`src/rtl/uart_rx_fifo.sv`:
```
// UART receive byte FIFO: first-word-fall-through, registered count/flags.
// Optional sticky overflow flag enabled by defining UART_RX_FIFO_OVF_FLAG_EN.
module uart_rx_fifo #(
  parameter int NB_DATA = 8,
  parameter int NB_ADDR = 4
) (
  input  logic               i_clk,
  input  logic               i_reset,
  input  logic               i_wr,
  input  logic [NB_DATA-1:0] i_wr_data,
  input  logic               i_rd,
  input  logic               i_ovf_clr,
  output logic [NB_DATA-1:0] o_rd_data,
  output logic               o_empty,
  output logic               o_full,
  output logic [NB_ADDR:0]   o_count,
  output logic               o_overflow
);

  localparam int DEPTH = 1 << NB_ADDR;
  localparam logic [NB_ADDR:0] CNT_FULL = (NB_ADDR+1)'(DEPTH);

  logic [NB_DATA-1:0] mem [DEPTH];
  logic [NB_ADDR-1:0] wr_ptr;
  logic [NB_ADDR-1:0] rd_ptr;
  logic [NB_ADDR:0]   count;
  logic [NB_ADDR:0]   count_nxt;
  logic               wr_ok;
  logic               rd_ok;
  logic               drop;

  // A full FIFO still accepts a write when a pop frees the head slot
  assign rd_ok = i_rd & ~o_empty;
  assign wr_ok = i_wr & (~o_full | rd_ok);
  assign drop  = i_wr & o_full & ~i_rd;

  always_comb begin
    count_nxt = count;
    unique case (1'b1)
      wr_ok & ~rd_ok: count_nxt = count + 1'b1;
      rd_ok & ~wr_ok: count_nxt = count - 1'b1;
      default: ;
    endcase
  end

  always_ff @(posedge i_clk or negedge i_reset) begin
    if (!i_reset) begin
      wr_ptr  <= '0;
      rd_ptr  <= '0;
      count   <= '0;
      o_empty <= 1'b1;
      o_full  <= 1'b0;
    end else begin
      if (wr_ok) wr_ptr <= wr_ptr + 1'b1;
      if (rd_ok) rd_ptr <= rd_ptr + 1'b1;
      count   <= count_nxt;
      o_empty <= (count_nxt == '0);
      o_full  <= (count_nxt == CNT_FULL);
    end
  end

  always_ff @(posedge i_clk) begin
    if (wr_ok) mem[wr_ptr] <= i_wr_data;
  end

  assign o_rd_data = mem[rd_ptr];
  assign o_count   = count;

`ifdef UART_RX_FIFO_OVF_FLAG_EN
  always_ff @(posedge i_clk or negedge i_reset) begin
    if (!i_reset) begin
      o_overflow <= 1'b0;
    end else if (drop) begin
      o_overflow <= 1'b1;
    end else if (i_ovf_clr) begin
      o_overflow <= 1'b0;
    end
  end
`else
  logic unused_ovf;
  assign unused_ovf = i_ovf_clr | drop;
  assign o_overflow = 1'b0;
`endif

endmodule
```
`config.mk`:
```
export PLATFORM = sky130hd
export DESIGN_NAME = uart_rx_fifo
export DESIGN_NICKNAME = d
export VERILOG_FILES = /design/src/rtl/uart_rx_fifo.sv
export SDC_FILE = /design/constraint.sdc
export NUM_CORES = 1
export LEC_CHECK = 0
export ABC_AREA = 1
export CAP_MARGIN = 40
export CORE_MARGIN = 5
export CORE_UTILIZATION = 30
export CTS_CLUSTER_DIAMETER = 120
export CTS_CLUSTER_SIZE = 24
export DETAILED_ROUTE_END_ITERATION = 16
export DONT_BUFFER_PORTS = 1
export PLACE_DENSITY = 0.53
export SYNTH_ARGS = -nofsm -noshare
export SYNTH_HDL_FRONTEND = slang
export SYNTH_SLANG_ARGS = --single-unit
```
`constraint.sdc`:
```
create_clock -name i_clk -period 2.9 [get_ports i_clk]
set_input_delay 0.29 -clock i_clk [delete_from_list [all_inputs] [get_ports i_clk]]
set_output_delay 0.29 -clock i_clk [all_outputs]
set_load 0.02 [all_outputs]
```
==> run metrics, run 1 <==
Fin Hold WS 0.142 ns; R2R cell count 14; Setup Skew 0.00607 ns; Worst Hold Path Cells 4; Vias about 3.7k; Worst Path Arrival roughly 2.3 ns; Synth Cell Area 5990 um^2; RSZ-0062 raised after global routing false; Core Footprint approximately 20,000 um^2; synth-to-layout area growth 17.9%; fraction of layout cells with a size suffix above 1 between 10% and 20%; DRT iter0 DRCs 316; total grt overflow 0; io pins 29; Die Wd 151 um; first-pass GRT wire length 21,400 um; Synth Area in Compound Gates between 10% and 20%; hold crit path type in -> reg; WL per Instance about 17 um; f_max a little under 400 MHz; final hold vios 0; antenna violations before repair 0; post-synthesis mux area share 0%; worst r2r dst o_full; Least-Margin Pin Slew between 0.6 and 0.7 ns; ys async rst share a little over a tenth; DR vias/cell between 4 and 5; Port Buffers 0; simple-gate portion of the synthesized area between 10% and 20%; worst-skew pair later-pin latency between 0.4 and 0.5 ns; Leak around 2.5 nW; row count between 50 and 60; GP Congestion around 0.77; max_cap viols 0; Slew Limit Fails 0; Crit. End Element output port; syn_nets 521; H-tree depth 4; post-synthesis xor/xnor area fraction 1.02%; Crit Path Max Fanout 67; Setup TNS 0 ns; CTS Buffer Depth 2; Layout Utilization a little over a third; Yosys reg bits approximately 140; vias in the first global route 3,735; Final ANT Viol Nets 0; routed wire length roughly 14,000 um; instance count of the mapped netlist 500; Slowest-stage cell, CP buf_4; Seq/Total Area, Yosys a little over two thirds; Setup-failing EPs final 0; CTS root buffer clkbuf_16; EDFF count, synth around 130; TritonCTS Buffers 17; overall die height between 150 and 200 um; largest family of logic cells by synthesized area simple AND/OR/NAND/NOR gates; flop-to-flop setup slack approximately 0.40 ns; Setup WS pre-CTS approximately 0.38 ns; # nets final around 550; TritonCTS clock tree done; fin worst setup slack roughly 0.35 ns; CP Launch Type register; Max IR drop VDD between 600 and 700 uV; Period minus WS final about 2.6 ns; reg2reg start o_empty; post-detail-place hpwl about 8000 um; PD cells between 1000 and 1500 nW/um^2; hold path endpoint rd_ptr[1]; Total Routing Usage GR roughly 13%; Starting Density 30.6%; TritonCTS Sinks around 140; Post-Synth Adder-Cell Area 1.67%; Slew headroom between 50% and 60%; max incr delay on CP around 0.54 ns; Synth Warn # 0; drc violations 0; fin crit share 88.1%; worst path cell trace buf_4 > o21ai_0 > o211ai_1 > nand3_1 > nand2_1; DRT Pass-1 Iters 5; largest net degree at the start of global routing 68; CP Class reg -> out; status completed; min-delay src i_rd; Reg clk slew, reported paths about 0.060 ns; distinct cell type count after synthesis 28; Main synth FF type edfxtp_1; mean area per synthesized cell 12.0 um^2; die area roughly 23,000 um^2; Diodes inserted 0; Worst Path Required ~2.6 ns; origin of the worst setup path rd_ptr[0]
==> worst max path at each step <==
| stage | endpoint |
|---|---|
| final | o_rd_data[2] |
| after floorplan | o_full |
| after CTS | o_rd_data[5] |
| after detailed placement | o_full |
| after global placement | o_full |
| after global routing | o_rd_data[3] |
==> report_power, final <==
| group | leakage [nW] | internal (mW) | switching (mW) |
|---|---|---|---|
| clock | 0.301 | 1.44 | 0.833 |
| combinational | 0.844 | 0.682 | 1.64 |
| sequential | 1.33 | 2.55 | 0.270 |
==> routing by layer <==
metal	vias to the layer above	track usage, %	share of wire, %
li1	1823	-	-
met5	-	0	0
met4	0	3.67	0.92
met3	8	4.13	5.4
met1	1826	17.2	46
met2	78	19.6	48
==> cell usage after synthesis (2+ instances only) <==
cell type  instances  area [um^2]
buf_2             11         55.1
buf_6              4         45.0
clkbuf_1           7         26.3
clkbuf_2           2         10.0
dfrtp_1           14          350
edfxtp_1         128         3840
ha_1               8          100
inv_1             19         71.3
nand2_1           48          180
nand3_1           17         85.1
nand4_1            4         25.0
nor2_1           115          432
nor2_2             3         18.8
o211ai_1          31          233
o21ai_0           65          325
o21ai_1            7         35.0
xor2_1             6         52.6
==> layout make-up <==
type	instances	area, um^2
clock buffer	19	433
sequential	143	4220
fill	1912	12500
timing repair buffer	32	263
multi-input combinational	310	1540
clock inverter	13	188
inverter	22	87.6
tap	265	332
==> placed cells by master (no fill, tap or decap), types with 2 or more instances in the layout <==
master,n
clkinv_1,2
clkinv_4,3
nor2_1,115
nand2_1,48
ha_1,8
dfrtp_2,2
inv_1,19
dfrtp_1,12
clkbuf_16,17
clkinv_2,2
o211ai_1,31
nand3_1,17
edfxtp_1,128
bufinv_16,4
o21ai_1,7
buf_4,23
clkbuf_1,2
inv_6,2
nand4_1,4
nor2_2,3
o21ai_0,65
dlygate4sd3_1,9
xor2_1,6
==> stage by stage <==
step	power [mW]	std cells	instance area [um^2]
floorplan	4.54	500	5990
global route	7.91	804	7060
finish	7.42	804	7060
CTS	7.51	804	7060
global placement	5.14	763	6350
detailed placement	5.18	763	6350
==> critical path, delay by kind of cell, from the launching register on <==
kind	cells	cell delay (ns)
AND/OR/NAND/NOR	2	0.45
flip-flops	1	0.39
buffers and inverters	1	0.54
AO/OA/AOI/OAI	2	0.43
==> repair_timing <==
item                                    4_1_cts  5_1_grt
buffers inserted                              0        0
gates resized for setup                       0        0
hold buffers                                  9        0
hold endpoints to repair                    143        0
endpoints found under the setup margin        0        0
==> kinds of logic (layout without fill, tap and decap cells) <==
kind of cell | Yosys count | in the layout
flops | 143 | 143
fa+ha+maj | 8 | 8
compound gates | 105 | 105
other cells | 1 | 1
simple gates | 189 | 189
xor+xnor | 7 | 7
buf+inv | 47 | 86
==> registers in the layout, indices dropped and copies added, names as in the netlist <==
name     flops
wr_ptr       4
o_full       1
rd_ptr       4
o_empty      1
mem        128
o_count      5
Power figures use the tool's default switching activity.
==> inputs of run 2 (changes only) <==
--- a/config.mk
+++ b/config.mk
@@ -8,12 +8,12 @@
 export ABC_AREA = 1
 export CAP_MARGIN = 40
 export CORE_MARGIN = 5
-export CORE_UTILIZATION = 30
+export CORE_UTILIZATION = 35
 export CTS_CLUSTER_DIAMETER = 120
 export CTS_CLUSTER_SIZE = 24
 export DETAILED_ROUTE_END_ITERATION = 16
 export DONT_BUFFER_PORTS = 1
-export PLACE_DENSITY = 0.53
+export PLACE_DENSITY = 0.58
 export SYNTH_ARGS = -nofsm -noshare
 export SYNTH_HDL_FRONTEND = slang
 export SYNTH_SLANG_ARGS = --single-unit
==> run metrics, run 2 (synthesis gave the netlist of run 1 again) <==
CTS root buffer clkbuf_16 (unchanged); fin crit share 89.1% (was 88.1%); GP Congestion 0.781 (was 0.769); most frequent cells in the layout edfxtp_1 (128), nor2_1 (115), o21ai_0 (65) (unchanged); Fill cells 1,548 (was 1,912); f_max 387 MHz (was 392 MHz); Setup-failing EPs final 0 (unchanged); # nets final 545 (was 547); Port Buffers 0 (unchanged); area occupied by multi-input gates 1540 um^2 (unchanged); CP Launch Type register (unchanged); total grt overflow 0 (unchanged); Top reg by flops mem (unchanged); Final ANT Viol Nets 0 (unchanged); overall die height 141 um (was 151 um); Core Footprint 16,700 um^2 (was 19,600 um^2); Crit Path Max Fanout 46 (was 67); die area 19,800 um^2 (was 22,900 um^2); most common cell after layout, fill and taps aside edfxtp_1 (unchanged); synth-to-layout area growth 15.9% (was 17.9%); fraction of layout cells with a size suffix above 1 11.5% (was 11.7%); routed wire length 13,100 um (was 13,600 um); Fin Hold WS 0.139 ns (was 0.142 ns); Slew Limit Fails 0 (unchanged); CP Class reg -> out (unchanged); Starting Density 35.9% (was 30.6%); TritonCTS Buffers 17 (unchanged); Die Wd 141 um (was 151 um); Slew headroom 55.0% (was 54.8%); Period minus WS final 2.58 ns (was 2.55 ns); Storage cell area 4220 um^2 (unchanged); DR vias/cell 5.02 (was 4.65); Largest register FFs 128 (unchanged); hold crit path type in -> reg (unchanged); TritonCTS clock tree done (unchanged); DRT iter0 DRCs 278 (was 316); setup bufs post-CTS 0 (unchanged); max_cap viols 0 (unchanged); Setup Skew 0.00606 ns (was 0.00607 ns); Worst Path Required 2.61 ns (about the same); RSZ-0062 raised after global routing false (unchanged); io pins 29 (unchanged); antenna violations before repair 0 (unchanged); CTS Buffer Depth 2 (unchanged); row count 47 (was 51); Crit. End Element output port (unchanged); Leak 2.43 nW (was 2.48 nW); status completed (unchanged); Diodes inserted 0 (unchanged); TritonCTS Sinks 143 (unchanged); Total Routing Usage GR 13.8% (was 12.7%); DRT Pass-1 Iters 5 (unchanged); hold_buf cts 9 (unchanged); first-pass GRT wire length 20,600 um (was 21,400 um); Setup TNS 0 ns (unchanged); Reg clk slew, reported paths 0.06 ns (about the same); vias in the first global route 3,732 (was 3,735); Least-Margin Pin Slew 0.673 ns (was 0.676 ns); Max IR drop VDD 504 uV (was 674 uV); final hold vios 0 (unchanged); flop-to-flop setup slack 0.45 ns (was 0.40 ns); PD cells 1030 nW/um^2 (was 1050 nW/um^2); largest net degree at the start of global routing 65 (was 68); WL per Instance 17.4 um (was 17.0 um); Layout Utilization 41.6% (was 36.1%); Vias 3,798 (was 3,735); Resize count post-CTS 0 (unchanged); worst-skew pair later-pin latency 0.42 ns (was 0.41 ns); H-tree depth 4 (unchanged); Worst Path Arrival 2.29 ns (was 2.26 ns); drc violations 0 (unchanged); post-detail-place hpwl 7840 um (was 8080 um)
-- run 2: cell types whose count changed in the layout (fill, tap and decap cells not counted) --
| cell | previous run | this run |
|---|---|---|
| buf_4 | 23 | 21 |
| bufinv_16 | 4 | 2 |
| clkbuf_1 | 2 | 1 |
| clkinv_2 | 2 | 3 |
| clkinv_4 | 3 | 1 |
| clkinvlp_4 | 1 | 5 |
| inv_6 | 2 | 3 |
| inv_8 | 1 | 0 |
-- run 2: final cells by class --
cell class / instances / area share [%]
clock buffers: 18 / 6.18
clock inverters: 14 / 2.05
inverters: 22 / 1.26
multi-input cells: 310 / 22.1
flip-flops and latches: 143 / 60.8
well taps: 220 / 3.96
repair buffers: 30 / 3.57
-- run 2: power breakdown --
| group | leakage, nW | switching (mW) | total, mW | internal (mW) |
|---|---|---|---|---|
| Clock | 0.266 | 0.822 | 2.08 | 1.26 |
| Combinational | 0.834 | 1.63 | 2.29 | 0.663 |
| Sequential | 1.33 | 0.253 | 2.80 | 2.55 |
| Total | 2.43 | 2.70 | 7.18 | 4.47 |
-- run 2: through the flow --
step	total power, mW	setup slack (ns)	std cells	cell area [um^2]
detailed placement	5.12	0.452	716	6280
global placement	5.07	0.463	716	6280
global route	7.64	0.0146	757	6940
floorplan	4.54	0.658	500	5990
finish	7.18	0.317	757	6940
CTS	7.24	0.267	757	6940
-- run 2: layer usage --
layer	track usage (%)	routed length (um)	vias to the layer above
met5	0	0	-
met4	5.10	200	0
met3	4.27	1100	15
met2	21.5	6040	139
met1	18.3	5790	1832
li1	-	-	1812
-- run 2: worst paths after layout --
check / from / endpoint / depth (start not counted)
setup reg to reg: o_empty / o_full / 14
min in group asynchronous: i_reset / o_count[3] / 1
hold / removal: i_rd / rd_ptr[1] / 4
hold reg to reg: rd_ptr[1] / rd_ptr[1] / 2
setup / recovery: rd_ptr[0] / o_rd_data[7] / 5
max in group asynchronous: i_reset / rd_ptr[1] / 1
-- run 2: worst max-delay path, stage by stage (launching register included) --
cell and delay (ns):
dfrtp_2 0.66, buf_4 0.47, o21ai_0 0.15, o211ai_1 0.18, o211ai_1 0.15, nand2_1 0.25
==> inputs of run 3 (changes only) <==
--- a/config.mk
+++ b/config.mk
@@ -5,7 +5,6 @@
 export SDC_FILE = /design/constraint.sdc
 export NUM_CORES = 1
 export LEC_CHECK = 0
-export ABC_AREA = 1
 export CAP_MARGIN = 40
 export CORE_MARGIN = 5
 export CORE_UTILIZATION = 35
@@ -14,6 +13,7 @@
 export DETAILED_ROUTE_END_ITERATION = 16
 export DONT_BUFFER_PORTS = 1
 export PLACE_DENSITY = 0.58
+export SLEW_MARGIN = 20
 export SYNTH_ARGS = -nofsm -noshare
 export SYNTH_HDL_FRONTEND = slang
 export SYNTH_SLANG_ARGS = --single-unit
==> constraint.sdc (replaced) <==
create_clock -name i_clk -period 2.9 [get_ports i_clk]
set_input_delay 0.29 -clock i_clk [delete_from_list [all_inputs] [get_ports i_clk]]
set_output_delay 0.29 -clock i_clk [all_outputs]
set_load 0.1 [all_outputs]
==> run metrics, run 3 <==
status completed (unchanged); top-count cell post-synth edfxtp_1 (unchanged); Cell Area, Placed 6390 um^2 (was 6280 um^2); Core Footprint 16,600 um^2 (was 16,700 um^2); Largest register FFs 128 (unchanged); ys async rst share 10.5% (unchanged); synth top area cells edfxtp_1 (65%), mux4_1 (13%), dfrtp_1 (5.9%), mux4_2 (3.8%), ha_1 (1.7%) (was edfxtp_1 (64%), nor2_1 (7.2%), dfrtp_1 (5.8%), o21ai_0 (5.4%), o211ai_1 (3.9%)); GP Congestion 0.737 (was 0.781); CP Launch Type register (unchanged); instance count of the mapped netlist 290 (was 500); drc violations 0 (unchanged); syn_nets 311 (was 521); Layout Utilization 42.9% (was 41.6%); routed wire length 11,400 um (was 13,100 um); Reg clk slew, reported paths 0.05 ns (was 0.06 ns); Top reg by flops mem (unchanged); most common cell after layout, fill and taps aside edfxtp_1 (unchanged); largest net degree at the start of global routing 33 (was 65); RSZ-0062 raised after global routing false (unchanged); Vias 2,801 (was 3,798); Leak 2.45 nW (was 2.43 nW); Worst Path Arrival 2.53 ns (was 2.29 ns); Crit Path Max Fanout 6 (was 46); CTS root buffer clkbuf_16 (unchanged); Fill cells 1,450 (was 1,548); DRT iter0 DRCs 225 (was 278); Final ANT Viol Nets 0 (unchanged); CTS Buffer Depth 2 (unchanged); # nets final 351 (was 545); Seq/Total Area, Yosys 71.1% (was 70.5%); PD cells 1140 nW/um^2 (was 1030 nW/um^2); Setup-failing EPs final 0 (unchanged); H-tree depth 4 (unchanged); max_cap viols 0 (unchanged); Max IR drop VDD 598 uV (was 504 uV); f_max 355 MHz (was 387 MHz); worst-skew pair later-pin latency 0.42 ns (about the same); antenna violations before repair 0 (unchanged); final hold vios 0 (unchanged); distinct cell type count after synthesis 37 (was 28); Diodes inserted 0 (unchanged); fin area 7110 um^2 (was 6940 um^2); row count 47 (unchanged); hold crit path type in -> reg (unchanged); Worst Path Required 2.61 ns (about the same); Synth Cell Area 5930 um^2 (was 5990 um^2); Starting Density 35.8% (was 35.9%); vias in the first global route 2,882 (was 3,732); most frequent cells in the layout edfxtp_1 (128), mux4_1 (30), buf_4 (27) (was edfxtp_1 (128), nor2_1 (115), o21ai_0 (65)); WL per Instance 20.3 um (was 17.4 um); synth-to-layout area growth 19.8% (was 15.9%); Setup TNS 0 ns (unchanged); Synth Warn # 0 (unchanged); Least-Margin Pin Slew 0.714 ns (was 0.673 ns); fin crit share 97.1% (was 89.1%); DR vias/cell 4.98 (was 5.02); Port Buffers 0 (unchanged); Crit. End Element output port (unchanged); TritonCTS Buffers 17 (unchanged); Main synth FF type edfxtp_1 (unchanged); area share of the leading cell type in the synthesized netlist 64.8% (was 64.2%); Die Wd 140 um (was 141 um); fraction of layout cells with a size suffix above 1 24.8% (was 11.5%); first-pass GRT wire length 17,600 um (was 20,600 um); Slew Limit Fails 0 (unchanged); Slew headroom 52.4% (was 55.0%); overall die height 140 um (was 141 um); die area 19,700 um^2 (was 19,800 um^2); CP Class reg -> out (unchanged); Yosys reg bits 143 (unchanged); io pins 29 (unchanged); Setup Skew 0.00538 ns (was 0.00606 ns); leading area contributor after synthesis edfxtp_1 (unchanged); Period minus WS final 2.82 ns (was 2.58 ns); TritonCTS clock tree done (unchanged); post-detail-place hpwl 7440 um (was 7840 um); top cells by count, synth edfxtp_1 (128), mux4_1 (30), dfrtp_1 (14) (was edfxtp_1 (128), nor2_1 (115), o21ai_0 (65)); mean area per synthesized cell 20.5 um^2 (was 12.0 um^2); TritonCTS Sinks 143 (unchanged); DRT Pass-1 Iters 4 (was 5); Total Routing Usage GR 12.4% (was 13.8%); EDFF count, synth 128 (unchanged); total grt overflow 0 (unchanged)
-- run 3: per-stage QoR --
| stage | setup slack [ns] | hold WS (ns) | instances | power [mW] |
|---|---|---|---|---|
| 2_1_floorplan | 0.0180 | -0.00559 | 290 | 5.33 |
| 3_3_place_gp | 0.232 | -0.00472 | 520 | 5.85 |
| 3_5_place_dp | 0.217 | -0.00487 | 520 | 5.89 |
| 4_1_cts | 0.0524 | 0.0133 | 563 | 8.19 |
| 5_1_grt | 0.0260 | 0.0345 | 563 | 8.41 |
| 6_report | 0.0828 | 0.0338 | 563 | 8.07 |
-- run 3: metal layers --
layer,vias to the layer above,wire length [um],global-route usage (%)
li1,1280,-,-
met3,15,475,3.58
met1,1455,5040,15.9
met5,-,0,0
met2,51,5740,19.6
met4,0,185,5.20
-- run 3: cell families (layout without fill, tap and decap cells) --
family / count (synthesis) / count (layout) / share of synthesized area (%)
compound gates: 10 / 10 / 1.05
xor+xnor: 11 / 11 / 1.62
fa+ha+maj: 8 / 8 / 1.69
buf+inv: 27 / 80 / 2.45
flops: 143 / 143 / 71.1
mux: 43 / 43 / 17.6
other cells: 1 / 1 / 0.0632
simple gates: 47 / 47 / 4.37
-- run 3: power by group --
group	total, mW	leakage, nW	internal [mW]	switching [mW]
Sequential	2.79	1.33	2.54	0.252
Combinational	3.07	0.816	1.00	2.07
Clock	2.21	0.297	1.36	0.844
Total	8.07	2.45	4.90	3.17
-- run 3: path summary, 6_finish.rpt --
check	start	end	slack, ns	cells past startpoint
setup / recovery	rd_ptr[0]	o_rd_data[0]	0.08	3
hold / removal	i_rd	rd_ptr[0]	0.03	2
setup reg to reg	o_empty	o_full	0.22	12
hold reg to reg	rd_ptr[1]	rd_ptr[1]	0.59	2
max in group asynchronous	i_reset	rd_ptr[0]	2.04	1
min in group asynchronous	i_reset	o_count[4]	0.36	1
-- run 3: area by class of cell --
class / instances / area, um^2 / area share, %
Timing Repair Buffer: 39 / 344 / 4.84
Clock buffer: 17 / 425 / 5.98
Multi-Input combinational cell: 120 / 1620 / 22.7
Sequential cell: 143 / 4230 / 59.5
Clock inverter: 15 / 185 / 2.60
Tap cell: 220 / 275 / 3.87
Inverter: 9 / 36.3 / 0.510
-- run 3: worst max-delay path: stages, from the launching register on --
cell and delay [ns]:
dfrtp_4 0.47, buf_4 0.19, mux4_1 0.66, mux4_2 0.78
-- run 3: what timing repair did --
action                                  CTS  global route
setup buffers                             2             0
endpoints found under the setup margin    7             0
resized for setup                         2             0
hold buffers                              9             0
endpoints found under the hold margin   143             0
